$ cat src/rtl/lb_master_arbiter.sv
// rtl/lb_master_arbiter.sv - round-robin arbiter sharing one local-bus master port among NUM_REQ requesters
// Optional acknowledge timeout enabled by defining LB_ARB_TIMEOUT_EN.
module lb_master_arbiter #(
   parameter int NUM_REQ = 4,
   parameter int AW      = 32,
   parameter int DW      = 32,
   parameter int TIMEOUT = 255
) (
   input  logic                  clk_i,
   input  logic                  rst_n_i,
   input  logic [NUM_REQ-1:0]    req_vld_i,
   input  logic [NUM_REQ-1:0]    req_wr_i,
   input  logic [NUM_REQ*AW-1:0] req_adr_i,
   input  logic [NUM_REQ*DW-1:0] req_wdat_i,
   output logic [NUM_REQ-1:0]    req_ack_o,
   output logic                  req_err_o,
   output logic [DW-1:0]         req_rdat_o,
   output logic                  lb_wreq_o,
   output logic [AW-1:0]         lb_wadr_o,
   output logic [DW-1:0]         lb_wdat_o,
   input  logic                  lb_wack_i,
   output logic                  lb_rreq_o,
   output logic [AW-1:0]         lb_radr_o,
   input  logic [DW-1:0]         lb_rdat_i,
   input  logic                  lb_rack_i
);

   localparam int IW = $clog2(NUM_REQ);

   if (NUM_REQ < 2 || NUM_REQ > 8 || TIMEOUT < 1) begin : g_bad_param
      $error("lb_master_arbiter: NUM_REQ must be 2..8 and TIMEOUT >= 1");
   end

   typedef enum logic [1:0] {S_IDLE, S_ISSUE, S_GAP} state_t;

   state_t               state_q, state_d;
   logic [IW-1:0]        ptr_q, ptr_d;
   logic [IW-1:0]        gnt_q, gnt_d;
   logic                 wr_q, wr_d;
   logic [AW-1:0]        adr_q, adr_d;
   logic [DW-1:0]        wdat_q, wdat_d;
   logic                 wreq_q, wreq_d;
   logic                 rreq_q, rreq_d;
   logic [NUM_REQ-1:0]   ack_q, ack_d;
   logic                 err_q, err_d;
   logic [DW-1:0]        rdat_q, rdat_d;
   logic                 found;
   logic [IW-1:0]        gnt_idx;
   logic [IW-1:0]        scan_idx;
   logic                 lb_ack;
   logic                 tmo_hit;
`ifdef LB_ARB_TIMEOUT_EN
   localparam int CW = $clog2(TIMEOUT + 1);
   logic [CW-1:0]        cnt_q, cnt_d;
`endif

   // First requesting index after the pointer, wrapping around.
   always_comb begin
      found    = 1'b0;
      gnt_idx  = ptr_q;
      scan_idx = ptr_q;
      for (int k = 1; k <= NUM_REQ; k++) begin
         scan_idx = IW'((int'(ptr_q) + k) % NUM_REQ);
         if (!found && req_vld_i[scan_idx]) begin
            found   = 1'b1;
            gnt_idx = scan_idx;
         end
      end
   end

   // Only the ack of the active direction counts.
   assign lb_ack = wr_q ? lb_wack_i : lb_rack_i;

`ifdef LB_ARB_TIMEOUT_EN
   assign tmo_hit = (cnt_q == CW'(TIMEOUT - 1));
`else
   assign tmo_hit = 1'b0;
`endif

   always_comb begin
      state_d = state_q;
      ptr_d   = ptr_q;
      gnt_d   = gnt_q;
      wr_d    = wr_q;
      adr_d   = adr_q;
      wdat_d  = wdat_q;
      wreq_d  = 1'b0;
      rreq_d  = 1'b0;
      ack_d   = '0;
      err_d   = 1'b0;
      rdat_d  = rdat_q;
`ifdef LB_ARB_TIMEOUT_EN
      cnt_d   = cnt_q;
`endif
      case (state_q)
         S_IDLE: begin
            if (found) begin
               state_d = S_ISSUE;
               ptr_d   = gnt_idx;
               gnt_d   = gnt_idx;
               wr_d    = req_wr_i[gnt_idx];
               adr_d   = req_adr_i[gnt_idx*AW +: AW];
               wdat_d  = req_wdat_i[gnt_idx*DW +: DW];
               wreq_d  = req_wr_i[gnt_idx];
               rreq_d  = !req_wr_i[gnt_idx];
`ifdef LB_ARB_TIMEOUT_EN
               cnt_d   = '0;
`endif
            end
         end
         S_ISSUE: begin
            wreq_d = wr_q;
            rreq_d = !wr_q;
`ifdef LB_ARB_TIMEOUT_EN
            cnt_d  = cnt_q + 1'b1;
`endif
            if (lb_ack || tmo_hit) begin
               wreq_d  = 1'b0;
               rreq_d  = 1'b0;
               ack_d   = {{(NUM_REQ-1){1'b0}}, 1'b1} << gnt_q;
               state_d = S_GAP;
               if (lb_ack) begin
                  rdat_d = wr_q ? '0 : lb_rdat_i;
               end else begin
                  err_d  = 1'b1;
                  rdat_d = '1;
               end
            end
         end
         S_GAP:   state_d = S_IDLE;
         default: state_d = S_IDLE;
      endcase
   end

   always_ff @(posedge clk_i or negedge rst_n_i) begin
      if (!rst_n_i) begin
         state_q <= S_IDLE;
         ptr_q   <= IW'(NUM_REQ - 1);
         gnt_q   <= '0;
         wr_q    <= 1'b0;
         adr_q   <= '0;
         wdat_q  <= '0;
         wreq_q  <= 1'b0;
         rreq_q  <= 1'b0;
         ack_q   <= '0;
         err_q   <= 1'b0;
         rdat_q  <= '0;
`ifdef LB_ARB_TIMEOUT_EN
         cnt_q   <= '0;
`endif
      end else begin
         state_q <= state_d;
         ptr_q   <= ptr_d;
         gnt_q   <= gnt_d;
         wr_q    <= wr_d;
         adr_q   <= adr_d;
         wdat_q  <= wdat_d;
         wreq_q  <= wreq_d;
         rreq_q  <= rreq_d;
         ack_q   <= ack_d;
         err_q   <= err_d;
         rdat_q  <= rdat_d;
`ifdef LB_ARB_TIMEOUT_EN
         cnt_q   <= cnt_d;
`endif
      end
   end

   assign req_ack_o  = ack_q;
   assign req_err_o  = err_q;
   assign req_rdat_o = rdat_q;
   assign lb_wreq_o  = wreq_q;
   assign lb_rreq_o  = rreq_q;
   assign lb_wadr_o  = adr_q;
   assign lb_radr_o  = adr_q;
   assign lb_wdat_o  = wdat_q;

endmodule

$ cat config.mk
export PLATFORM = sky130hd
export DESIGN_NAME = lb_master_arbiter
export DESIGN_NICKNAME = d
export VERILOG_FILES = /design/src/rtl/lb_master_arbiter.sv
export SDC_FILE = /design/constraint.sdc
export NUM_CORES = 1
export LEC_CHECK = 0
export CORE_AREA = 5 5 165 167
export CTS_CLUSTER_DIAMETER = 150
export DETAILED_ROUTE_END_ITERATION = 8
export DIE_AREA = 0 0 170 172
export HOLD_SLACK_MARGIN = 0.1
export PLACE_DENSITY = 0.68
export SLEW_MARGIN = 30
export SYNTH_ARGS = -nofsm -noshare
export SYNTH_HDL_FRONTEND = slang
export SYNTH_SLANG_ARGS = --single-unit
export TNS_END_PERCENT = 5
$ cat constraint.sdc
create_clock -name clk_i -period 3.7 [get_ports clk_i]
set_clock_uncertainty 0.15 [all_clocks]
set_input_delay 0.37 -clock clk_i [delete_from_list [all_inputs] [get_ports clk_i]]
set_output_delay 0.37 -clock clk_i [all_outputs]
set_load 0.02 [all_outputs]
; ---- Word-level counts from Yosys, hierarchy flattened
; Index checks and enable logic that the tools add are counted.
[word_totals]
regBits = 109
inputBits = 300
output_inout_bits = 135
wordCells = 68
[op_classes]
n_addsub = 4
order_cmp = 5
eq_ne = 3
shift = 3
mux = 31
reduce_logical = 12
[op_table]
columns = operator, n
row1 = 128-bit by 8-bit variable part select with 32-bit output, 2
row2 = 32-bit 2-to-1 mux, 1
row3 = "2-bit by 3-bit < comparator with 1-bit output, second input constant", 5
row4 = 1-bit 2-to-1 mux, 14
row5 = 2-bit 2-to-1 mux, 6
row6 = 1-bit binary-select mux with 2-bit select, 5
row7 = 4-bit 2-to-1 mux, 2
row8 = 2-bit AND reduction, 3
row9 = 1-bit zero test, 5
row10 = "2-bit by 1-bit adder with 2-bit output, second input constant", 2
row11 = "2-bit adder, second input constant", 2
row12 = "2-bit != test, second input constant", 2
row13 = 1-bit case mux with 2 select lines, 2
row14 = 2-bit case mux with 2 select lines, 1
row15 = "1-bit by 2-bit left shift with 4-bit output, first input constant", 1
row16 = 1-bit logical AND, 3
row17 = "2-bit by 1-bit equality test with 1-bit output, second input constant", 1
row18 = 2-bit zero test, 1

; ---- Longest topological paths before layout
[logic_depth]
word_depth = 18
ltp_mapped = 8
depth_no_buf = 5

; ---- Worst setup path after synthesis
; OpenSTA, ideal clock, no wires.
[synth_timing]
path_type = flip-flop to flip-flop
startpoint = register ptr_q[0]
endpoint = register rreq_q (netlist: lb_rreq_o)
setup_time_ns = 0.118
arrival_time_ns = 1.921
setup_slack_ns = 1.511
path_stages_with_launch = 6
n_path_buf = 0
period_less_slack_ns = 2.189
cell_sequence = dfstp_2 > nor2b_1 > o21a_1 > nor3_1 > mux4_2 > a21o_1
[synth_between]
elab_chain_cells = 18
[synth_lines]
columns = element, line_no
row1 = "start, declared", 37  ; logic [IW-1:0] ptr_q, ptr_d;
row2 = "start signal, assigned", 138  ; ptr_q <= IW'(NUM_REQ - 1);
row3 = "start signal, assigned", 153  ; ptr_q <= ptr_d;
row4 = 2-bit by 1-bit adder with 2-bit output, 63  ; scan_idx = IW'((int'(ptr_q) + k) % NUM_REQ);
row5 = 1-bit binary-select mux with 2-bit select, 64  ; if (!found && req_vld_i[scan_idx]) begin
row6 = 1-bit 2-to-1 mux (implied by the code), 64
row7 = 1-bit 2-to-1 mux, 64
row8 = 1-bit zero test, 64
row9 = 1-bit logical AND, 64
row10 = 1-bit 2-to-1 mux, 64
row11 = 1-bit zero test, 64
row12 = [3 not listed], -
row13 = 1-bit logical AND, 64
row14 = 2-bit 2-to-1 mux, 64
row15 = 1-bit binary-select mux with 2-bit select, 105  ; rreq_d = !req_wr_i[gnt_idx];
row16 = 1-bit 2-to-1 mux (implied by the code), 105
row17 = 1-bit zero test, 105
row18 = 1-bit 2-to-1 mux *, 97  ; if (found) begin
row19 = 1-bit case mux with 2 select lines *, 95  ; case (state_q)
row20 = via rreq_d, 43  ; logic rreq_q, rreq_d;
row21 = "end signal, assigned", 159  ; rreq_q <= rreq_d;
row22 = "end, declared", 43
; The timed path passes the listed nets; every way through them passes the cells marked *. The select of a mux whose other input is x is not followed.
; A chain may end at the register's enable or synchronous reset.

; ---- Worst setup path in the final report
; Same ends and word-level chain as after synthesis.

==> results.txt <==
The number of sinks driven by the clock tree was 109. Routability-driven placement finished with a final weighted congestion of 0.815. Setup slack on the worst reg-to-reg path comes out at 1.20 ns. The post-CTS setup buffer count came out at 0.

Total count of max-transition violations in the final report: 0. Counting flops and latches in the post-synthesis netlist gives 109. In this run, the number of DRC markers left after iteration 0 of detailed routing was 350. For this design the top-level I/O count stands at 435.

Category of the worst setup path capture point: a flop. The initial core utilization is 0.283. The logs give 1403 for the number of nets in the finished design and 4.66 nW for the leakage power total. The antenna cell count is 0, and the mean routed wirelength per cell is 20.6 um. The synthesized netlist contains 42 unique library cells.

The count of TritonRoute iterations in the first routing pass came out at 4. For this run, the leading register cell type out of synthesis is sky130_fd_sc_hd__dfrtp_1. The post-synthesis async set-or-reset flop share was 1.00; the routed via count was 7181.

The tools report the critical register-to-register path endpoint as lb_rreq_o. Power spread over the standard cell area amounts to 791 nW/um^2. For the area occupied by multi-input gates, the log shows 3940 um^2. The tools report the core footprint as 25600 um^2. In the routed design, unresolved DRC markers number 0. The port buffer count is 433. Entering global routing, the biggest net connects 75 pins. The share of the cycle needed by the critical path after routing was 0.677; the clock latency on the worst-skew pair was 0.36 ns.

The mean area per synthesized cell works out to 9.73 um^2. The worst register-to-register path has a depth of 5. Busiest metal layer after global routing: met2. The run gives 0.193 as the global routing usage summed across all routing layers. By count the netlist is led by sky130_fd_sc_hd__dfrtp_1 (107), sky130_fd_sc_hd__nand3_1 (95), sky130_fd_sc_hd__nor2_1 (72). The clock passes through at most 2 buffers. After global routing the overflow that remains totals 0. TritonCTS built the clock tree. The start-to-end type of the worst setup path is flop to flop.

The run gives 7260 um^2 as the cell area after synthesis. Final critical-path required period: 2.50 ns. The tools report the register area share after synthesis as 0.376.

For the H-tree depth, the log shows 3. The proportion of layout cells with a drive suffix above 1 came out at 0.160. For the worst setup path, the data arrival time is 2.61 ns. The total negative setup slack is 0 ns.

The share of the synthesized area in the top cell type came out at 0.369. The logs give 59 for the count of standard-cell rows and 1046 for the number of nets in the synthesized netlist. The floorplan step defined a die boundary enclosing 29200 um^2. The logs give 0.331 for the met2 capacity usage during global routing and 29700 um for the overall routed net length. The tools report the met3 global-route usage as 0.0533. For the wire length of the first global-routing pass, the log shows 44700 um. The critical path startpoint category is a flop.

The die is 170 um wide. Following the worst setup path forward leads to its endpoint at lb_rreq_o. The hold violation total from the final report was 0; the vertical die dimension was 172 um. Summed over all nets, the half-perimeter wirelength after detailed placement is 22000 um.

IR analysis of the VDD net gives a maximum drop of 0.417 mV. Across the run, the number of max-cap violations was 0. The initial antenna violation count was 0; the fill cell total of the finished layout was 2426.

Launch point of the worst reg-to-reg path: ptr_q[0]. The run gives 399 MHz as the achievable frequency. Setup repair after global routing left no endpoint under its margin.

Relative to the synthesized area, the layout overhead comes to 64.9%. Cell taking the most area after synthesis: sky130_fd_sc_hd__dfrtp_1. In the routed layout, each cell is associated on average with a via count of 4.98. The met1 track demand over resource was 0.244; the largest driver fanout on the critical path was 5. OpenSTA, run right after detailed placement, puts the worst setup slack at 0.830 ns.

For the number of failing setup endpoints in the final timing report, the log shows 0. CTS placed an instance of sky130_fd_sc_hd__clkbuf_16 at the clock tree root. At the pin with the least slew margin, the transition time is 0.949 ns.

The worst path meets setup with 1.20 ns of slack. Counting flops with a built-in enable in the synthesized netlist gives 0. The most common cell in the synthesized netlist is sky130_fd_sc_hd__dfrtp_1. The tools report the post-route core utilization as 0.467. The tools report the warning count from the yosys run as 0. In this run the worst hold path is classified as flop to flop. The critical path starts at ptr_q[0]. The via count of the first global-routing pass was 7482; the CTS buffer count was 9. The run finished with clean final reports.

Relative slew slack: 0.363. The tools report the required time of the worst setup path as 3.80 ns. Flip-flop and latch area: 2730 um^2. The final antenna-violating net count was 0. In the post-synthesis netlist, the biggest area contributors are sky130_fd_sc_hd__dfrtp_1 (37%), sky130_fd_sc_hd__a221oi_2 (13%), sky130_fd_sc_hd__a211oi_2 (8.1%). After clock tree synthesis, the clock-pin slew on the worst setup and hold paths is 0.09 ns. Synthesis produced a netlist whose cell count is 746.
## per-layer routing
metal	vias to the layer above	share of wire
met1	3485	0.40
met2	278	0.50
li1	3390	-
met3	28	0.078
met4	0	0.017
met5	-	0
## critical path, cell delays in order, from the launching register on
cell and delay (ns):
sky130_fd_sc_hd__dfstp_2 0.60, sky130_fd_sc_hd__nor2b_1 0.09, sky130_fd_sc_hd__o21a_1 0.26, sky130_fd_sc_hd__nor3_1 0.48, sky130_fd_sc_hd__mux4_2 0.62, sky130_fd_sc_hd__a21o_1 0.20
## cell type report
class / count / share of cell area
timing repair buffer: 450 / 0.381
multi-input combinational: 527 / 0.329
sequential: 109 / 0.228
tap: 335 / 0.0350
clock buffer: 9 / 0.0188
clock inverter: 7 / 0.00627
inverter: 6 / 0.00188
## stage by stage
stage	total power (W)	area [um^2]	std cells	hold WS (ns)
final	0.00947	12000	1443	0.320
after global routing	0.0101	12000	1443	0.337
after CTS	0.00958	12000	1443	0.325
after detailed placement	0.00853	11700	1426	0.298
after global placement	0.00845	11700	1426	0.300
after floorplan	0.00617	7260	746	-0.0756
## worst min path at each step
stage	startpoint	end	slack, ns	cells after the start
after floorplan	rst_n_i	gnt_q[0]	-0.08	0
after global routing	req_rdat_o[14]	req_rdat_o[14]	0.34	2
after global placement	rst_n_i	lb_wdat_o[14]	0.30	1
after CTS	req_rdat_o[14]	req_rdat_o[14]	0.32	2
final	req_rdat_o[1]	req_rdat_o[1]	0.32	2
after detailed placement	rst_n_i	lb_wdat_o[14]	0.30	1
## flip-flops by register name (all words and copies together) (netlist names)
register	count
gnt_q	2
lb_radr_o	32
lb_rreq_o	1
lb_wdat_o	32
lb_wreq_o	1
ptr_q	2
req_ack_o	4
req_rdat_o	32
state_q	2
wr_q	1
## power breakdown
group          internal, W  switching (W)
clock             0.000481       0.000534
combinational      0.00275        0.00351
sequential         0.00177       0.000426
total              0.00500        0.00447
## cells in the final DEF, fill, tap and decap left out, types with 2 or more instances in the layout
cell,synthesis,final
sky130_fd_sc_hd__a21boi_0,12,12
sky130_fd_sc_hd__and2_1,65,65
sky130_fd_sc_hd__buf_12,0,8
sky130_fd_sc_hd__a21boi_1,31,31
sky130_fd_sc_hd__buf_4,33,9
sky130_fd_sc_hd__nor3_1,3,3
sky130_fd_sc_hd__or3_1,3,2
sky130_fd_sc_hd__clkbuf_16,0,9
sky130_fd_sc_hd__a21boi_2,20,20
sky130_fd_sc_hd__dfstp_2,2,2
sky130_fd_sc_hd__clkdlybuf4s50_1,0,432
sky130_fd_sc_hd__clkinv_8,0,2
sky130_fd_sc_hd__nand2_1,68,67
sky130_fd_sc_hd__a211oi_1,17,17
sky130_fd_sc_hd__inv_1,5,4
sky130_fd_sc_hd__nor2b_1,4,4
sky130_fd_sc_hd__nor2_1,72,72
sky130_fd_sc_hd__inv_6,0,2
sky130_fd_sc_hd__a21o_1,2,2
sky130_fd_sc_hd__a21oi_1,5,4
sky130_fd_sc_hd__nand3_1,95,95
sky130_fd_sc_hd__dfrtp_1,107,107
sky130_fd_sc_hd__a221oi_2,64,64
sky130_fd_sc_hd__a211oi_2,47,47
sky130_fd_sc_hd__o21ai_1,2,2
## cell families (layout without fill, tap and decap cells)
logic type | count (synthesis) | count (layout) | synth area share
other | 1 | 1 | 0.000516
muxes | 2 | 2 | 0.00448
AOI/OAI and AO/OA | 205 | 205 | 0.319
and+or+nand+nor | 319 | 319 | 0.213
buffers and inverters | 110 | 472 | 0.0870
DFF | 109 | 109 | 0.376
## repair_timing
action | CTS | global route
hold buffers | 1 | 0
gates resized for setup | 0 | 0
endpoints found under the hold margin | 44 | 0
Note: power is estimated with default switching activity, not from simulation.
